--- config.mk ---
export PLATFORM = sky130hd
export DESIGN_NAME = clk_div_bank
export DESIGN_NICKNAME = d
export VERILOG_FILES = /design/src/rtl/clk_div_pkg.sv /design/src/rtl/clk_div_chan.sv /design/src/rtl/clk_div_bank.sv
export SDC_FILE = /design/constraint.sdc
export NUM_CORES = 1
export LEC_CHECK = 0
export ABC_CLOCK_PERIOD_IN_PS = 10800
export CAP_MARGIN = 20
export CORE_MARGIN = 10
export CORE_UTILIZATION = 55
export CTS_CLUSTER_SIZE = 12
export DETAILED_ROUTE_END_ITERATION = 10
export HOLD_SLACK_MARGIN = 0.12
export PLACE_DENSITY = 0.73
export SETUP_SLACK_MARGIN = 0.2
export SLEW_MARGIN = 15
export SYNTH_ARGS = -nofsm -noshare
export SYNTH_HDL_FRONTEND = slang
export SYNTH_SLANG_ARGS = --single-unit
--- constraint.sdc ---
create_clock -name clk -period 10.8 [get_ports clk]
set_input_delay 1.08 -clock clk [delete_from_list [all_inputs] [get_ports clk]]
set_output_delay 1.08 -clock clk [all_outputs]
set_load 0.01 [all_outputs]
--- src/rtl/clk_div_pkg.sv ---
// Shared constants and helpers for the clock-divider bank.
// Used by the RTL and by the bench reference model.
package clk_div_pkg;

  localparam int DIVW_DEFAULT = 8;

  // Reset divisor of channel i: /2, /4, /8, ...
  // The value saturates at the all-ones divisor.
  function automatic int def_div(input int i, input int divw);
    if (i + 1 >= divw) return (1 << divw) - 1;
    return (2 << i) - 1;
  endfunction

  // Number of high cycles in a period of d+1 cycles, i.e. ceil((d+1)/2).
  function automatic int half(input int d);
    return (d + 2) >> 1;
  endfunction

endpackage

--- src/rtl/clk_div_chan.sv ---
// One divider channel: period counter, active and shadow divisors,
// and the registered clock and tick outputs.
module clk_div_chan
  import clk_div_pkg::*;
#(
  parameter int              DIVW = DIVW_DEFAULT,
  parameter logic [DIVW-1:0] DEF  = '1
) (
  input  logic            clk,
  input  logic            rst,
  input  logic            en,
  input  logic            sync,
  input  logic            we,
  input  logic [DIVW-1:0] wdiv,
  output logic            pending,
  output logic            clk_o,
  output logic            tick_o
);

  logic [DIVW-1:0] d, s, cnt, cnt_next, d_eff;
  logic [DIVW:0]   h;
  logic            wrap, apply;

  // A pending shadow is only taken at a period boundary, so a period
  // never changes length once it has started.
  always_comb begin
    wrap     = (cnt == d);
    apply    = pending && (sync || (en && wrap));
    d_eff    = apply ? s : d;
    cnt_next = wrap ? '0 : cnt + 1'b1;
    h        = (DIVW + 1)'(half(int'(d_eff)));
  end

  // NOTE: state flops use non-blocking assignments so every flop samples
  // pre-edge values; the always_comb block above uses blocking assignments.
  always_ff @(posedge clk) begin
    if (rst) begin
      d       <= DEF;
      cnt     <= DEF;
      s       <= '0;
      pending <= 1'b0;
      clk_o   <= 1'b0;
      tick_o  <= 1'b0;
    end else begin
      if (sync) begin
        cnt    <= '0;
        clk_o  <= 1'b1;
        tick_o <= 1'b1;
        if (apply) d <= s;
      end else if (en) begin
        cnt    <= cnt_next;
        tick_o <= (cnt_next == '0);
        clk_o  <= ({1'b0, cnt_next} < h);
        if (apply) d <= s;
      end else begin
        tick_o <= 1'b0;
      end

      // A write on an apply edge re-arms the shadow for the next boundary.
      if (we) begin
        s       <= wdiv;
        pending <= 1'b1;
      end else if (apply) begin
        pending <= 1'b0;
      end
    end
  end

endmodule

--- src/rtl/clk_div_bank.sv ---
// Bank of NCH programmable divided-clock / tick generators sharing
// enable, phase-realign and a single divisor write port.
module clk_div_bank
  import clk_div_pkg::*;
#(
  parameter int NCH  = 3,
  parameter int DIVW = DIVW_DEFAULT,
  parameter int CHW  = (NCH > 1) ? $clog2(NCH) : 1
) (
  input  logic            clk,
  input  logic            rst,
  input  logic            en,
  input  logic            sync,
  input  logic            cfg_we,
  input  logic [CHW-1:0]  cfg_ch,
  input  logic [DIVW-1:0] cfg_div,
  output logic [NCH-1:0]  cfg_pending,
  output logic [NCH-1:0]  clk_o,
  output logic [NCH-1:0]  tick_o
);

  logic [NCH-1:0] we;

  for (genvar i = 0; i < NCH; i++) begin : g_ch
    localparam logic [DIVW-1:0] CH_DEF = DIVW'(def_div(i, DIVW));

    // Indices at or beyond NCH match no channel and are dropped.
    assign we[i] = cfg_we && (cfg_ch == CHW'(i));

    clk_div_chan #(
      .DIVW (DIVW),
      .DEF  (CH_DEF)
    ) u_chan (
      .clk     (clk),
      .rst     (rst),
      .en      (en),
      .sync    (sync),
      .we      (we[i]),
      .wdiv    (cfg_div),
      .pending (cfg_pending[i]),
      .clk_o   (clk_o[i]),
      .tick_o  (tick_o[i])
    );
  end

endmodule

==> impl_metrics.yaml, run 1 <==
flow_run:
  cap_violations: 0
power_and_ir_drop:
  cell_internal_pwr_mw: 0.5115
  power_frac_clock_pct: 38.3
  pwr_density_cell_nw_per_um2: 118.0
  max-vdd-ir-drop_uv: 95.26
  swShare_pct: 28.38
  p_sw_mw: 0.2027
  p_leak_nw: 2.182
  pwr-share-comb_pct: 16.7
  seqPwrFrac_pct: 45.0
critical_path:
  rr_worst_depth: 16
  crit_start: "en"
  crit_path_top_delay_cell: "nor2_2"
  r2r_setup_slack_ns: 6.20
  worst-endpoint-arrival_ns: 5.32
  worst-path-max-fanout: 33
  cp_slowest_stage_delay_ns: 0.61
  critPathCaptureType: "flop"
  cp_data_required_time_ns: 11.10
  path_cells: "clkdlybuf4s50_1 -> buf_4 -> a31oi_4 -> nor2_2 -> mux2_1 -> ha_1 -> nand2_1 -> or2_2 -> xor2_1 -> mux2_1 -> ha_1 -> nand2_1 -> a21oi_1 -> a2111oi_0 -> o2111ai_1 -> o22ai_1"
  critPathLaunchType: "input pin"
  reg2reg_to: "g_ch[2].u_chan.clk_o$_SDFFE_PP0N_"
  crit_type: "in -> reg"
  worstReg2RegStart: "g_ch[2].u_chan.cnt[0]$_SDFFE_PP1N_"
grt:
  grt_pass1_wl_um: 23280
  gr-total-overflow: 0
  grt_usage_pct: 18.95
  antenna_found_initial: 0
  grt_pass1_vias: 4614
  grt_max_degree: 47
finish:
  fillers: 912
  multiInputGateArea_um2: 3686
  layout-area-overhead-vs-synth_pct: 6.074
  antenna_cells: 0
  nets: 709
  drive_above_1_share_pct: 6.101
  regArea_um2: 1622
placed_design:
  gp_congestion: 0.9044
  port_buffers: 23
  place_hpwl_um: 9977
logic_synthesis:
  ys_top_cells_by_area: "dfxtp_1 (28%), mux2i_1 (9.1%), xnor2_1 (7.7%)"
  ys.flop_type: "dfxtp_1"
  netlist_instances: 692
  synth_commonest_cells: "dfxtp_1 (81), nor2_1 (65), nand2_1 (58)"
  async_reset_ff_share_pct: 0
  avgSynthCellArea_um2: 8.245
  yosysMostFrequentCell: "dfxtp_1"
  yosys.area.top_type: "dfxtp_1"
  synthDominantCellAreaShare_pct: 28.42
  ys_seq_elements: 81
  synth-warning-count: 0
  synthDistinctLibCells: 58
  ys_seq_area_share_pct: 28.42
  synthesis.nets: 734
  netlist_area_um2: 5705
  synth-edff-count: 0
die:
  die_w_um: 121.9
  rows: 37
  start_util_pct: 55.77
  dieArea_um2: 14850
  io_pins: 24
  design.core.area_um2: 10230
  die_h_um: 121.9
clock_network:
  cts_tree: "done"
  clockRootBuffer: "clkbuf_8"
  worstSkewPairLatency_ns: 0.37
  clkTransAtPathRegs_ns: 0.09
  post-cts-setup-buffers: 0
  cts-buffers-inserted: 9
  htreeDepth: 3
  cts_hold_buf: 0
  cts_buffer_depth: 2
  clock-sinks: 81
  cts_resized: 0
routing:
  wl_met1_um: 6903
  postRouteAntennaNets: 0
  wl_met3_um: 605
  post_drt_via_cell_ratio: 6.124
  routed_wl_um: 13920
  dr_wl_met2_um: 6163
  drt_iter0_drc: 418
  drt-pass1-iter-count: 5
  vias: 4948
  wl_per_cell_um: 17.23
  highest_layer: "met4"
  drc_errors: 0
timing:
  clock.fmax_mhz: 199.0
  holdWs_ns: 0.5124
  rsz0062_at_grt: "false"
  slew_violations: 0
  period_minus_slack_ns: 5.026
  tightest_slew_ns: 0.7469
  relSlewSlack_pct: 50.15
  finalSetupTns_ns: 0
  finalCritPeriodShare_pct: 46.54
  hold_viol: 0
  fin_worst_skew_ns: 0.009010
  setup_viol: 0
worst_hold_path:
  hold_start: "g_ch[1].u_chan.s[0]$_SDFFE_PP0P_"
  hold_depth: 2
  min_path_type: "reg -> reg"
  worstHoldEndpoint: "g_ch[1].u_chan.s[0]$_SDFFE_PP0P_"
run_status:
  outcome: "finished, final reports clean"
[worst max-delay path, delay by kind of cell]
kind	cells	cell delay (ns)
AO/OA/AOI/OAI	5	1.14
adder cells (fa/ha/maj)	2	0.56
buffers and inverters	2	0.82
multiplexers	2	0.55
AND/OR/NAND/NOR	4	1.02
XOR/XNOR	1	0.14
[how the worst max path moves through the flow]
stage	cells past startpoint	end	slack (ns)
floorplan	16	g_ch[2].u_chan.clk_o$_SDFFE_PP0N_	6.65
global placement	15	g_ch[1].u_chan.clk_o$_SDFFE_PP0N_	5.47
detailed placement	15	g_ch[1].u_chan.clk_o$_SDFFE_PP0N_	5.36
CTS	15	g_ch[1].u_chan.clk_o$_SDFFE_PP0N_	5.72
global route	16	g_ch[2].u_chan.clk_o$_SDFFE_PP0N_	5.43
finish	16	g_ch[2].u_chan.clk_o$_SDFFE_PP0N_	5.77
[sequential cells by signal, indices dropped and copies added, names as in the netlist]
name,cells
g_ch.u_chan.s,24
g_ch.u_chan.cnt,24
g_ch.u_chan.d,24
g_ch.u_chan.tick_o,3
g_ch.u_chan.pending,3
g_ch.u_chan.clk_o,3
[kinds of logic after synthesis]
family,share of synthesized area (%)
AO/OA/AOI/OAI,15.13
XOR/XNOR,10.59
adder cells (fa/ha/maj),5.921
buffers and inverters,7.017
flip-flops,28.42
multiplexers,10.11
AND/OR/NAND/NOR,22.81
[stage by stage]
stage	worst slack, ns	util (%)	instance area (µm²)	std cells	power (mW)
3_5_place_dp	5.360	56.76	5807	792	0.4452
2_1_floorplan	6.649	-	5705	692	0.4170
4_1_cts	5.722	59.13	6050	808	0.7145
6_report	5.774	59.15	6052	808	0.7141
5_1_grt	5.427	59.15	6052	808	0.7430
3_3_place_gp	5.470	56.49	5779	791	0.4410
[routing by layer]
layer  vias up  track usage (%)
met5         -                0
met4         0            6.706
met3        20            2.220
met2       133            28.36
met1      2373            27.33
li1       2422                -
[power by group through the flow]
stage	combinational, mW	clock, mW	sequential [mW]
floorplan	0.0954	0	0.322
global placement	0.113	0	0.328
detailed placement	0.117	0	0.328
CTS	0.118	0.275	0.321
global route	0.132	0.288	0.323
finish	0.119	0.273	0.322
[layout by cell type (no fill, tap or decap), types with 8 or more instances in the layout]
master / netlist / final
a21oi_1: 40 / 40
and2_1: 8 / 8
and3_1: 19 / 19
and4_1: 8 / 8
clkbuf_8: 0 / 9
clkdlybuf4s50_1: 0 / 22
dfxtp_1: 81 / 81
ha_1: 27 / 27
inv_1: 12 / 12
mux2i_1: 52 / 52
nand2_1: 58 / 58
nand3_1: 36 / 36
nand4_1: 10 / 10
nand4b_1: 10 / 10
nor2_1: 65 / 64
nor3_1: 9 / 9
o21ai_0: 17 / 17
o21ai_1: 10 / 10
or4_1: 10 / 10
xnor2_1: 50 / 50
xor2_1: 19 / 19
[final cells by class]
type / count / share of cell area, %
clock inverters: 7 / 1.964
flip-flops and latches: 81 / 26.79
repair buffers: 28 / 4.672
inverters: 13 / 0.8063
clock buffers: 9 / 2.047
well taps: 136 / 2.812
multi-input cells: 534 / 60.91
(Power assumes the default switching activity.)
==> run 2, diff against run 1 <==
Settings changed: ABC_CLOCK_PERIOD_IN_PS 10800 to 4500, PLACE_DENSITY 0.73 to 0.76.
Clock period 10.8 ns to 4.5 ns, I/O delays scaled along.
==> impl_metrics.yaml, run 2 (synthesis results as in run 1) <==
grt:
  grt_pass1_wl_um: 23530
  grt_pass1_vias: 4694
  grt_max_degree: 40
  antenna_found_initial: 0
  grt_usage_pct: 19.21
  gr-total-overflow: 0
timing:
  finalCritPeriodShare_pct: 89.63
  rsz0062_at_grt: "false"
  finalSetupTns_ns: 0
  setup_viol: 0
  period_minus_slack_ns: 4.033
  relSlewSlack_pct: 53.08
  hold_viol: 0
  setup_slack_ns: 0.4666
  tightest_slew_ns: 0.7012
  fin_worst_skew_ns: 0.007638
  clock.fmax_mhz: 247.9
  slew_violations: 0
die:
  die_h_um: 121.9
  rows: 37
  design.core.area_um2: 10230
  start_util_pct: 55.77
  io_pins: 24
  die_w_um: 121.9
  dieArea_um2: 14850
power_and_ir_drop:
  p_total_mw: 1.734
  pwr_density_cell_nw_per_um2: 285.4
  max-vdd-ir-drop_uv: 211.5
  p_leak_nw: 2.207
placed_design:
  port_buffers: 23
  dpl_worst_slack_ns: 0.5187
  gp_congestion: 0.9465
  place_hpwl_um: 10350
clock_network:
  clock-sinks: 81
  clkTransAtPathRegs_ns: 0.09
  htreeDepth: 3
  post-cts-setup-buffers: 0
  clockRootBuffer: "clkbuf_8"
  worstSkewPairLatency_ns: 0.37
  cts_tree: "done"
  cts_hold_buf: 0
  cts_resized: 0
  cts_buffer_depth: 2
  cts-buffers-inserted: 9
critical_path:
  crit_start: "g_ch[2].u_chan.cnt[2]$_SDFFE_PP1N_"
  worst-path-max-fanout: 9
  crit_path_top_delay_cell: "dfxtp_1"
  worst-endpoint-arrival_ns: 4.34
  cp_data_required_time_ns: 4.80
  critPathBufInv: 0
  worst-path-stages: 16
  r2r_setup_slack_ns: 0.47
  critPathLaunchType: "flop"
  cp_slowest_stage_delay_ns: 0.55
  worstReg2RegStart: "g_ch[2].u_chan.cnt[2]$_SDFFE_PP1N_"
  rr_worst_depth: 16
  path_cells: "xnor2_1 -> and4_1 -> a31oi_4 -> nor2_2 -> mux2_1 -> ha_1 -> nand2_1 -> or2_2 -> xor2_1 -> mux2_1 -> ha_1 -> nand2_1 -> a21oi_1 -> a2111oi_0 -> o2111ai_1 -> o22ai_1"
  crit_type: "reg -> reg"
  reg2reg_to: "g_ch[2].u_chan.clk_o$_SDFFE_PP0N_"
  cpLargestDelayFamily: "compound AO/OA/AOI/OAI gates"
  critPathCaptureType: "flop"
  endpoint: "g_ch[2].u_chan.clk_o$_SDFFE_PP0N_"
finish:
  fillers: 891
  final_cell_mix: "dfxtp_1 (81), nor2_1 (65), nand2_1 (58)"
  reg_top3: "g_ch.u_chan.cnt: 24 flops, g_ch.u_chan.d: 24 flops, g_ch.u_chan.s: 24 flops"
  drive_above_1_share_pct: 6.647
  layout_commonest_cell: "dfxtp_1"
  layout-area-overhead-vs-synth_pct: 6.513
  nets: 714
  antenna_cells: 0
routing:
  wl_per_cell_um: 17.16
  drt_iter0_drc: 387
  drc_errors: 0
  routed_wl_um: 13950
  post_drt_via_cell_ratio: 6.133
  drt-pass1-iter-count: 5
  vias: 4986
  postRouteAntennaNets: 0
run_status:
  outcome: "finished, final reports clean"
flow_run:
  cap_violations: 0
worst_hold_path:
  min_path_type: "reg -> reg"
==> run 2: where the power goes <==
part | switching, mW | total, mW | internal, mW
Clock | 0.287 | 0.672 | 0.385
Combinational | 0.169 | 0.290 | 0.122
Sequential | 0.0327 | 0.772 | 0.739
==> run 2: per-layer routing <==
metal / global-route usage, % / share of wire, % / vias up
met5: 0 / 0 / -
met4: 7.899 / 2.1 / 0
met3: 3.562 / 5.2 / 27
met2: 29.37 / 46 / 156
met1: 26.01 / 47 / 2373
li1: - / - / 2430
==> run 2: worst min-delay path by stage <==
| stage | start | end | slack [ns] | cells past startpoint |
|---|---|---|---|---|
| CTS | rst | g_ch[1].u_chan.s[3]$_SDFFE_PP0P_ | 0.50 | 2 |
| global placement | g_ch[0].u_chan.s[0]$_SDFFE_PP0P_ | g_ch[0].u_chan.s[0]$_SDFFE_PP0P_ | 0.48 | 2 |
| detailed placement | g_ch[2].u_chan.s[0]$_SDFFE_PP0P_ | g_ch[2].u_chan.s[0]$_SDFFE_PP0P_ | 0.49 | 2 |
| global route | rst | g_ch[2].u_chan.s[5]$_SDFFE_PP0P_ | 0.51 | 2 |
| finish | g_ch[0].u_chan.s[0]$_SDFFE_PP0P_ | g_ch[0].u_chan.s[0]$_SDFFE_PP0P_ | 0.50 | 2 |
| floorplan | g_ch[0].u_chan.s[0]$_SDFFE_PP0P_ | g_ch[0].u_chan.s[0]$_SDFFE_PP0P_ | 0.46 | 2 |
==> run 2: metrics by stage <==
| stage | hold WS, ns | util [%] | cell area (µm²) | cells |
|---|---|---|---|---|
| 4_1_cts | 0.5003 | 59.40 | 6077 | 813 |
| 6_report | 0.5034 | 59.40 | 6077 | 813 |
| 3_5_place_dp | 0.4866 | 56.93 | 5824 | 797 |
| 2_1_floorplan | 0.4604 | - | 5705 | 692 |
| 3_3_place_gp | 0.4834 | 56.93 | 5824 | 797 |
| 5_1_grt | 0.5144 | 59.40 | 6077 | 813 |
==> run 2: final cells by class <==
cell class	count	area (µm²)	area share [%]
Inverter	13	48.80	0.8030
Tap cell	136	170.2	2.800
Timing Repair Buffer	33	300.3	4.941
Sequential cell	81	1622	26.68
Multi-Input combinational cell	534	3684	60.61
Clock buffer	10	137.6	2.265
Clock inverter	6	115.1	1.894
==> run 2: worst register-to-register path, delay by kind of cell, from the launching register on <==
family / cells / cell delay, ns
AO/OA/AOI/OAI: 5 / 1.05
AND/OR/NAND/NOR: 5 / 0.98
adder cells (fa/ha/maj): 2 / 0.58
flip-flops: 1 / 0.55
multiplexers: 2 / 0.46
XOR/XNOR: 2 / 0.33
==> run 3, diff against run 2 <==
--- a/config.mk
+++ b/config.mk
@@ -16,3 +16,3 @@
 export SETUP_SLACK_MARGIN = 0.2
-export SLEW_MARGIN = 15
+export SLEW_MARGIN = 20
 export SYNTH_ARGS = -nofsm -noshare
--- a/constraint.sdc
+++ b/constraint.sdc
@@ -3,2 +3,2 @@
 set_output_delay 0.45 -clock clk [all_outputs]
-set_load 0.01 [all_outputs]
+set_load 0.02 [all_outputs]
==> results of run 3 <==
The final DEF is identical to that of run 2. Status: finished, final reports clean.
Main changes from that run: total power 1.734 mW -> 1.740 mW
